### config.mk
export PLATFORM = sky130hd
export DESIGN_NAME = revelar_celdas
export DESIGN_NICKNAME = d
export VERILOG_FILES = /design/src/rtl/revelar_celdas.sv
export SDC_FILE = /design/constraint.sdc
export NUM_CORES = 1
export LEC_CHECK = 0
export ABC_AREA = 0
export BUFFER_PORTS_ARGS = -buffer_cell sky130_fd_sc_hd__buf_2
export CAP_MARGIN = 20
export CORE_ASPECT_RATIO = 1.4
export CORE_MARGIN = 2
export CORE_UTILIZATION = 53
export CTS_CLUSTER_SIZE = 16
export DETAILED_ROUTE_END_ITERATION = 8
export GPL_ROUTABILITY_DRIVEN = 0
export PLACE_DENSITY = 0.75
export SLEW_MARGIN = 40
export SYNTH_ARGS = -nofsm -noshare
export SYNTH_HDL_FRONTEND = slang
export SYNTH_SLANG_ARGS = --single-unit
### constraint.sdc
create_clock -name clk -period 14.5 [get_ports clk]
set_input_delay 1.45 -clock clk [delete_from_list [all_inputs] [get_ports clk]]
set_output_delay 1.45 -clock clk [all_outputs]
set_load 0.05 [all_outputs]
### src/rtl/revelar_celdas.sv
// Cell-reveal engine for an 8x8 minesweeper board: reveals the selected cell
// and flood-fills zero-count regions through an internal LIFO of cell indices.
module revelar_celdas (
  input  logic         clk,
  input  logic         rst,
  input  logic         sel,
  input  logic [2:0]   pos_x,
  input  logic [2:0]   pos_y,
  input  logic [63:0]  bomb_map,
  input  logic [255:0] num_map,
  input  logic [5:0]   numero_bombas,
  output logic [63:0]  revealed,
  output logic         busy,
  output logic         done,
  output logic         game_over,
  output logic         win
);

  typedef enum logic [2:0] {IDLE, CHECK, POP, SCAN, FINISH, LOST, WON} state_t;

  state_t      state, state_n;
  logic [5:0]  stack [64];
  logic [6:0]  sp;
  logic [63:0] queued;
  logic [6:0]  rev_cnt;
  logic [5:0]  nb;
  logic [2:0]  dir;
  logic [5:0]  cur;
  logic [5:0]  idx;

  logic [5:0]  top;
  logic [3:0]  top_cnt;
  logic [3:0]  nx, ny;
  logic [5:0]  nbr;
  logic        nbr_ok;
  logic        push, pop;
  logic [5:0]  push_val;
  logic        win_hit;

  assign top     = stack[sp[5:0] - 6'd1];
  assign top_cnt = num_map[{top, 2'b00} +: 4];
  assign win_hit = (rev_cnt + {1'b0, nb}) == 7'd64;
  assign busy    = (state == CHECK) || (state == POP) ||
                   (state == SCAN)  || (state == FINISH);

  // Neighbour coordinates in 4 bits: stepping off either edge (-1 -> 15, 8)
  // always sets bit 3, which doubles as the out-of-bounds flag.
  always_comb begin
    nx = {1'b0, cur[2:0]};
    ny = {1'b0, cur[5:3]};
    unique case (dir)
      3'd0: begin nx = nx - 4'd1; ny = ny - 4'd1; end
      3'd1: begin                 ny = ny - 4'd1; end
      3'd2: begin nx = nx + 4'd1; ny = ny - 4'd1; end
      3'd3: begin nx = nx - 4'd1;                 end
      3'd4: begin nx = nx + 4'd1;                 end
      3'd5: begin nx = nx - 4'd1; ny = ny + 4'd1; end
      3'd6: begin                 ny = ny + 4'd1; end
      default: begin nx = nx + 4'd1; ny = ny + 4'd1; end
    endcase
    nbr    = {ny[2:0], nx[2:0]};
    nbr_ok = !(nx[3] || ny[3]) && !revealed[nbr] && !queued[nbr] && !bomb_map[nbr];
  end

  always_comb begin
    state_n  = state;
    push     = 1'b0;
    push_val = idx;
    pop      = 1'b0;
    unique case (state)
      IDLE:   if (sel) state_n = CHECK;
      CHECK: begin
        if (revealed[idx])      state_n = IDLE;
        else if (bomb_map[idx]) state_n = LOST;
        else begin
          push    = 1'b1;
          state_n = POP;
        end
      end
      POP: begin
        pop = 1'b1;
        if (top_cnt == 4'd0)   state_n = SCAN;
        else if (sp == 7'd1)   state_n = FINISH;
      end
      SCAN: begin
        if (nbr_ok) begin
          push     = 1'b1;
          push_val = nbr;
        end
        if (dir == 3'd7) state_n = (sp == 7'd0 && !nbr_ok) ? FINISH : POP;
      end
      FINISH: state_n = win_hit ? WON : IDLE;
      LOST:   state_n = LOST;
      WON:    state_n = WON;
      default: state_n = IDLE;
    endcase
  end

  // Stack storage carries no reset; sp alone defines which entries are live.
  always_ff @(posedge clk) begin
    if (push) stack[sp[5:0]] <= push_val;
  end

  always_ff @(posedge clk or posedge rst) begin
    if (rst) begin
      state     <= IDLE;
      sp        <= '0;
      queued    <= '0;
      rev_cnt   <= '0;
      nb        <= '0;
      dir       <= '0;
      cur       <= '0;
      idx       <= '0;
      revealed  <= '0;
      done      <= 1'b0;
      game_over <= 1'b0;
      win       <= 1'b0;
    end else begin
      state <= state_n;
      done  <= ((state == CHECK) && (state_n != POP)) || (state == FINISH);
      if (state == IDLE && sel) begin
        idx <= {pos_y, pos_x};
        nb  <= numero_bombas;
      end
      if (state == CHECK && !revealed[idx] && bomb_map[idx]) begin
        revealed  <= revealed | bomb_map;
        game_over <= 1'b1;
      end
      if (push) begin
        sp               <= sp + 7'd1;
        queued[push_val] <= 1'b1;
      end
      if (pop) begin
        sp            <= sp - 7'd1;
        cur           <= top;
        revealed[top] <= 1'b1;
        rev_cnt       <= rev_cnt + 7'd1;
        dir           <= 3'd0;
      end
      if (state == SCAN)  dir <= dir + 3'd1;
      if (state == FINISH && win_hit) win <= 1'b1;
    end
  end

endmodule

## Word level (Yosys, flattened, before mapping)

Memories as Yosys holds them, arrays and structs flattened.
Cells that the tools add are included.
W data, S select, Z words.

| operators by class | value |
|---|---|
| add/subtract/negate cells | 10 |
| magnitude comparators | 6 |
| eq/ne operators | 16 |
| shift-type cells | 1 |
| mux-type cells | 40 |
| bitwise gates (word level) | 3 |
| reduce and logical (&&, ||, !) cells | 32 |

Operator list:

| cell | number |
|---|---|
| $shiftx A256 B9 Y4 | 1 |
| $or A64 B64 Y64 | 3 |
| $mux W64 | 2 |
| $bmux W1 S6 | 5 |
| $mux W3 | 10 |
| $lt A6 B7 Y1 const B | 4 |
| $eq A3 B3 Y1 const B | 7 |
| $pmux W3 S7 | 1 |
| $pmux W4 S2 | 2 |
| $add A7 B1 Y7 const B | 2 |
| $mux W7 | 2 |
| $mux W1 | 13 |
| $demux W1 S6 | 2 |
| $eq A3 B2 Y1 const B | 4 |
| $ge A6 B1 Y1 const B | 2 |
| $mux W6 | 2 |
| $logic_and A1 B1 Y1 | 11 |
| $add A3 B1 Y4 const B | 2 |
| $sub A3 B1 Y4 const B | 2 |
| $add A7 B6 Y7 | 1 |
| $eq A7 B1 Y1 const B | 1 |
| $eq A7 B7 Y1 const B | 1 |
| $logic_not A7 Y1 | 1 |
| $sub A7 B1 Y7 const B | 1 |
| 12 further kinds | 26 |

| word-level totals | value |
|---|---|
| register bits | 169 |
| memory bits (writable) | 384 |
| input bits | 335 |
| memories kept | 1 |

Memory list:

| memory | words | width | read ports | clocked after memory_dff | write ports | line | RTL |
|---|---|---|---|---|---|---|---|
| stack | 64 | 6 | 1 | 0 | 1 | 22 | `logic [5:0] stack [64];` |

## Logic depth before layout (Yosys ltp)

| depth | value |
|---|---|
| word-level depth | 17 |
| depth in mapped cells | 23 |
| depth with buffers taken out | 16 |

## Least setup slack after synthesis

Ideal clock, no wire load.

| timing | value |
|---|---|
| path type | reg2reg |
| start point | register dir[0] |
| end point | memory stack[0][0], data pin |
| data arrival time | 5985 ps |
| required time | 13798 ps |
| path slack | 7814 ps |
| cell stages (with the launch flop) | 14 |
| path buffers | 1 |
| path through | dfrtp_1 ha_1 ha_1 a211o_1 fa_1 mux2i_1 a211oi_1 or3_1 a32o_1 o21ai_1 o211a_1 nand2_1 buf_2 o21ai_0 |

| on the way | value |
|---|---|
| cells in the longest elaborated chain, start to end | 11 |
| elaborated cells on any way between the ends | 29 |
| classes of those cells | eq/ne: 6; mux: 10; reduce/logical: 13 |

Ends and longest elaborated chain:

| item | line | RTL |
|---|---|---|
| start: declaration | 27 | `logic [2:0] dir;` |
| start signal: assignment | 140 | `if (state == SCAN) dir <= dir + 3'd1;` |
| $eq A3 B3 Y1 (tied with other cells) | 51 | `unique case (dir)` |
| $reduce_or A3 Y1 (no line) / $reduce_or A2 Y1 (equally long branches) | n/a |  |
| $pmux W4 S2 | 51 |  |
| $bmux W1 S6 | 62 | `nbr_ok = !(nx[3] \|\| ny[3]) && !revealed[nbr] && !queued[nbr] && !bomb_map[nbr];` |
| $mux W1 (implied by the code) | 62 |  |
| $logic_not A1 Y1 | 62 |  |
| $logic_and A1 B1 Y1 (3 in series) | 62 |  |
| $mux W6 * | 86 | `if (nbr_ok) begin` |
| $mux W6 * | 70 | `unique case (state)` |
| named net push_val[0] | 37 | `logic [5:0] push_val;` |
| end: declaration | 22 |  |

Mark *: on every way through the listed nets, which the timed path passes. The rest lies on a longest branch. The select of a mux whose other input is x is not followed.

## Worst setup path in the final report

| timing | value |
|---|---|
| start point | register sp[0] |
| end point | register state[2] |

| on the way | value |
|---|---|
| cells in the longest elaborated chain, start to end | 6 |
| elaborated cells on any way between the ends | 12 |
| classes of those cells | add/sub: 1; eq/ne: 1; shift: 1; mux: 5; reduce/logical: 3; memory: 1 |

Ends and longest elaborated chain:

| item | line | RTL |
|---|---|---|
| start: declaration | 23 | `logic [6:0] sp;` |
| start signal: assignment | 130 | `sp <= sp + 7'd1;` |
| start signal: assignment | 134 | `sp <= sp - 7'd1;` |
| $sub A6 B1 Y6 | 40 | `assign top = stack[sp[5:0] - 6'd1];` |
| $mem_v2 Z64 W6 | n/a |  |
| $shiftx A256 B9 Y4 | 41 | `assign top_cnt = num_map[{top, 2'b00} +: 4];` |
| $logic_not A4 Y1 | 82 | `if (top_cnt == 4'd0) state_n = SCAN;` |
| $mux W3 | 82 |  |
| $pmux W3 S7 * | 70 |  |
| named net state_n[2] | 21 | `state_t state, state_n;` |
| end signal: assignment | 119 | `state <= state_n;` |
| end: declaration | 21 |  |

Mark *: on every way through the listed nets, which the timed path passes. The rest lies on a longest branch.
A chain may end at the register's enable or synchronous reset.

==> impl_metrics.json <==
{
  "outcome": "finished clean",
  "ir_worst_vdd_uv": 291,
  "holdCritPathClass": "reg -> reg",
  "post-synth-top-count-cell": "edfxtp_1",
  "yosys_warnings": 0,
  "critical_path.max_fanout": 62,
  "synth_area_per_cell_um2": 14.1,
  "wl_um": 80900,
  "synth_top_area_cell": "edfxtp_1",
  "initial_core_util_pct": 53.7,
  "critPathCaptureType": "flop",
  "hold_buffers": 0,
  "dr.pass1.iters": 7,
  "p_sw_mw": 3.47,
  "layout-drive-gt1-share_pct": 34.0,
  "seqPwrFrac_pct": 25.8,
  "clockBufferDepth": 3,
  "ys_types": 74,
  "areaGrowthSynthToFinish_pct": 16.2,
  "worst_clock_skew_ns": 0.0359,
  "r2r_cells": 14,
  "cellLeakagePower_nw": 11.6,
  "fin_setup_tns_ns": 0,
  "antenna_found_initial": 3,
  "crit_chain": "inv_1 -> ha_4 -> buf_6 -> mux4_2 -> mux2_2 -> a221oi_4 -> a21o_4 -> buf_12 -> mux2i_1 -> o22a_1 -> a41oi_1 -> or4_1 -> or3_1 -> o22a_1",
  "synth_nets": 2268,
  "switching_share_pct": 43.5,
  "synth_commonest_cells": "edfxtp_1 (384), dfrtp_1 (169), mux4_2 (149)",
  "setup_viol": 0,
  "ff_latch_area_um2": 15800,
  "synth_area_um2": 27000,
  "cp_top_family": "compound AO/OA/AOI/OAI gates",
  "hold_viol": 0,
  "postSynthCellCount": 1910,
  "path_depth": 14,
  "synth_edf_count": 384,
  "pwr-share-comb_pct": 56.9,
  "setup_ws_ns": 8.17,
  "cp-start-kind": "flop",
  "critPathSlowestCell": "ha_4",
  "htree_levels": 2,
  "num_antenna_cells": 0,
  "finalMaxSlewViolations": 0,
  "ant_nets": 0,
  "numPortBuffers": 402,
  "drt_iter0_markers": 2134,
  "place_ws_ns": 8.29,
  "clk_pin_slew_ns": 0.07,
  "path_class": "reg -> reg",
  "synthArstFlopShare_pct": 30.6,
  "post_cts_resized": 0,
  "synth_area_leaders": "edfxtp_1 (43%), dfrtp_1 (16%), mux4_2 (12%), mux2i_1 (4.4%), mux2_2 (2.6%)",
  "die_y_um": 271,
  "cp_num_buf_inv": 3,
  "finalCritPeriodShare_pct": 43.7,
  "synth_top_area_share_pct": 42.7,
  "required_ns": 14.97,
  "cts_setup_buffers": 0,
  "tightest_slew_ns": 0.866,
  "holdPathStages": 2,
  "numCtsBuffers": 51,
  "pin_count": 403,
  "powerDensity_nw_per_um2": 254,
  "via_per_inst": 6.60,
  "drc_errors": 0,
  "dp_hpwl_um": 58200,
  "die_w_um": 195,
  "die_area_um2": 52800,
  "max_slew_margin_pct": 41.9,
  "rows": 97,
  "grt_pass1_vias": 19200,
  "vias": 19500,
  "ys_seq_elements": 553,
  "grt_setup_unrepaired": "no",
  "clkPwrFrac_pct": 17.4,
  "multi_input_area_um2": 10500,
  "rrSetupSlack_ns": 8.17,
  "core-area_um2": 50200,
  "cts_tree": "built",
  "cts_sinks": 553,
  "grt_use_total_pct": 30.1,
  "fin_crit_ns": 6.33,
  "overflow": 0,
  "clock.fmax_ghz": 0.158,
  "insertion_delay_ns": 0.60,
  "max_cap_violations": 0,
  "synth_flop_cell": "edfxtp_1",
  "grt_max_degree": 108,
  "ys_seq_area_share_pct": 58.4,
  "cts_root_buffer": "clkbuf_16",
  "critPathMostFrequentCell": "o22a_1",
  "routedWlPerCell_um": 27.4,
  "fillers": 3628,
  "slowest_delay_ns": 0.74,
  "grt_pass1_wl_um": 120000,
  "final_nets": 2625,
  "p_int_mw": 4.50,
  "worstPathArrival_ns": 6.80
}
cells in the final DEF, fill, tap and decap left out, types with 11 or more instances in the layout:
cell / n
a211oi_1: 20
a21oi_1: 78
a221oi_1: 15
a31o_2: 11
buf_2: 403
buf_4: 21
clkbuf_16: 52
dfrtp_1: 165
edfxtp_1: 384
ha_1: 19
inv_1: 75
mux2_2: 62
mux2i_1: 119
mux4_2: 149
nand2_1: 48
nand2b_1: 13
nand3_1: 16
nor2_1: 107
nor3_1: 94
nor4_1: 23
o21ai_0: 92
o21ai_1: 12
o22a_1: 15
o22ai_1: 34
o31ai_1: 49
or2_2: 16
or3_1: 18
xnor2_1: 20
final cells by class:
class	instances	area share [%]
clock buffers	66	4.47
clock inverters	25	1.01
inverters	79	0.969
multi-input cells	1151	33.4
flip-flops and latches	553	50.3
well taps	643	2.56
repair buffers	431	7.30
sequential cells by signal, summed over array words and instances (netlist names):
name       flops
rev_cnt        7
state          3
nb             6
done           1
sp             7
idx            6
cur            6
game_over      1
revealed      64
dir            3
win            1
stack        384
queued        64
path summary, 6_finish.rpt:
check	to	startpoint
worst max-delay path	state[2]$_DFF_PP0_	sp[0]$_DFFE_PP0P_
worst min-delay path	queued[3]$_DFFE_PP0P_	queued[3]$_DFFE_PP0P_
worst max register to register	state[2]$_DFF_PP0_	sp[0]$_DFFE_PP0P_
worst min register to register	queued[3]$_DFFE_PP0P_	queued[3]$_DFFE_PP0P_
max in group asynchronous	revealed[26]$_DFF_PP0_	rst
min in group asynchronous	win$_DFFE_PP0P_	rst
through the flow:
stage	cell area (µm²)	power, mW	utilization [%]	instances	hold slack, ns
2_1_floorplan	27000	5.30	-	1910	0.437
4_1_cts	31300	7.90	62.3	2947	0.470
3_3_place_gp	29500	6.31	58.6	2852	0.448
3_5_place_dp	29600	6.50	58.9	2856	0.454
5_1_grt	31400	8.29	62.4	2948	0.487
6_report	31400	7.97	62.4	2948	0.469
cells by family after synthesis:
family | Yosys count | synth area share [%]
AO/OA/AOI/OAI | 396 | 9.66
XOR/XNOR | 29 | 0.968
adder cells (fa/ha/maj) | 23 | 1.15
buffers and inverters | 206 | 3.55
flip-flops | 553 | 58.4
multiplexers | 333 | 19.6
AND/OR/NAND/NOR | 370 | 6.74
worst register-to-register path, delay by kind of cell (launching register included):
family	cells	cell delay [ns]
buffers and inverters	3	1.18
adders and majority gates	1	0.74
and+or+nand+nor	2	1.04
muxes	3	1.08
DFF	1	0.65
AOI/OAI and AO/OA	5	1.52
routing by layer:
layer	vias up	global-route usage, %	share of wire [%]	routed length (µm)
met5	-	0	0.036	29
met4	4	15.7	5.9	4790
met3	275	5.01	7.8	6340
met2	1150	50.8	50	40400
met1	9777	37.6	36	29300
li1	8246	-	-	-
power groups by stage:
stage | sequential, mW | clock, mW | combinational (mW)
floorplan | 2.00 | 0 | 3.29
global placement | 2.07 | 0 | 4.24
detailed placement | 2.08 | 0 | 4.42
CTS | 2.05 | 1.40 | 4.45
global route | 2.06 | 1.46 | 4.76
finish | 2.05 | 1.38 | 4.53
No activity file was read; power rests on OpenSTA's default activity.
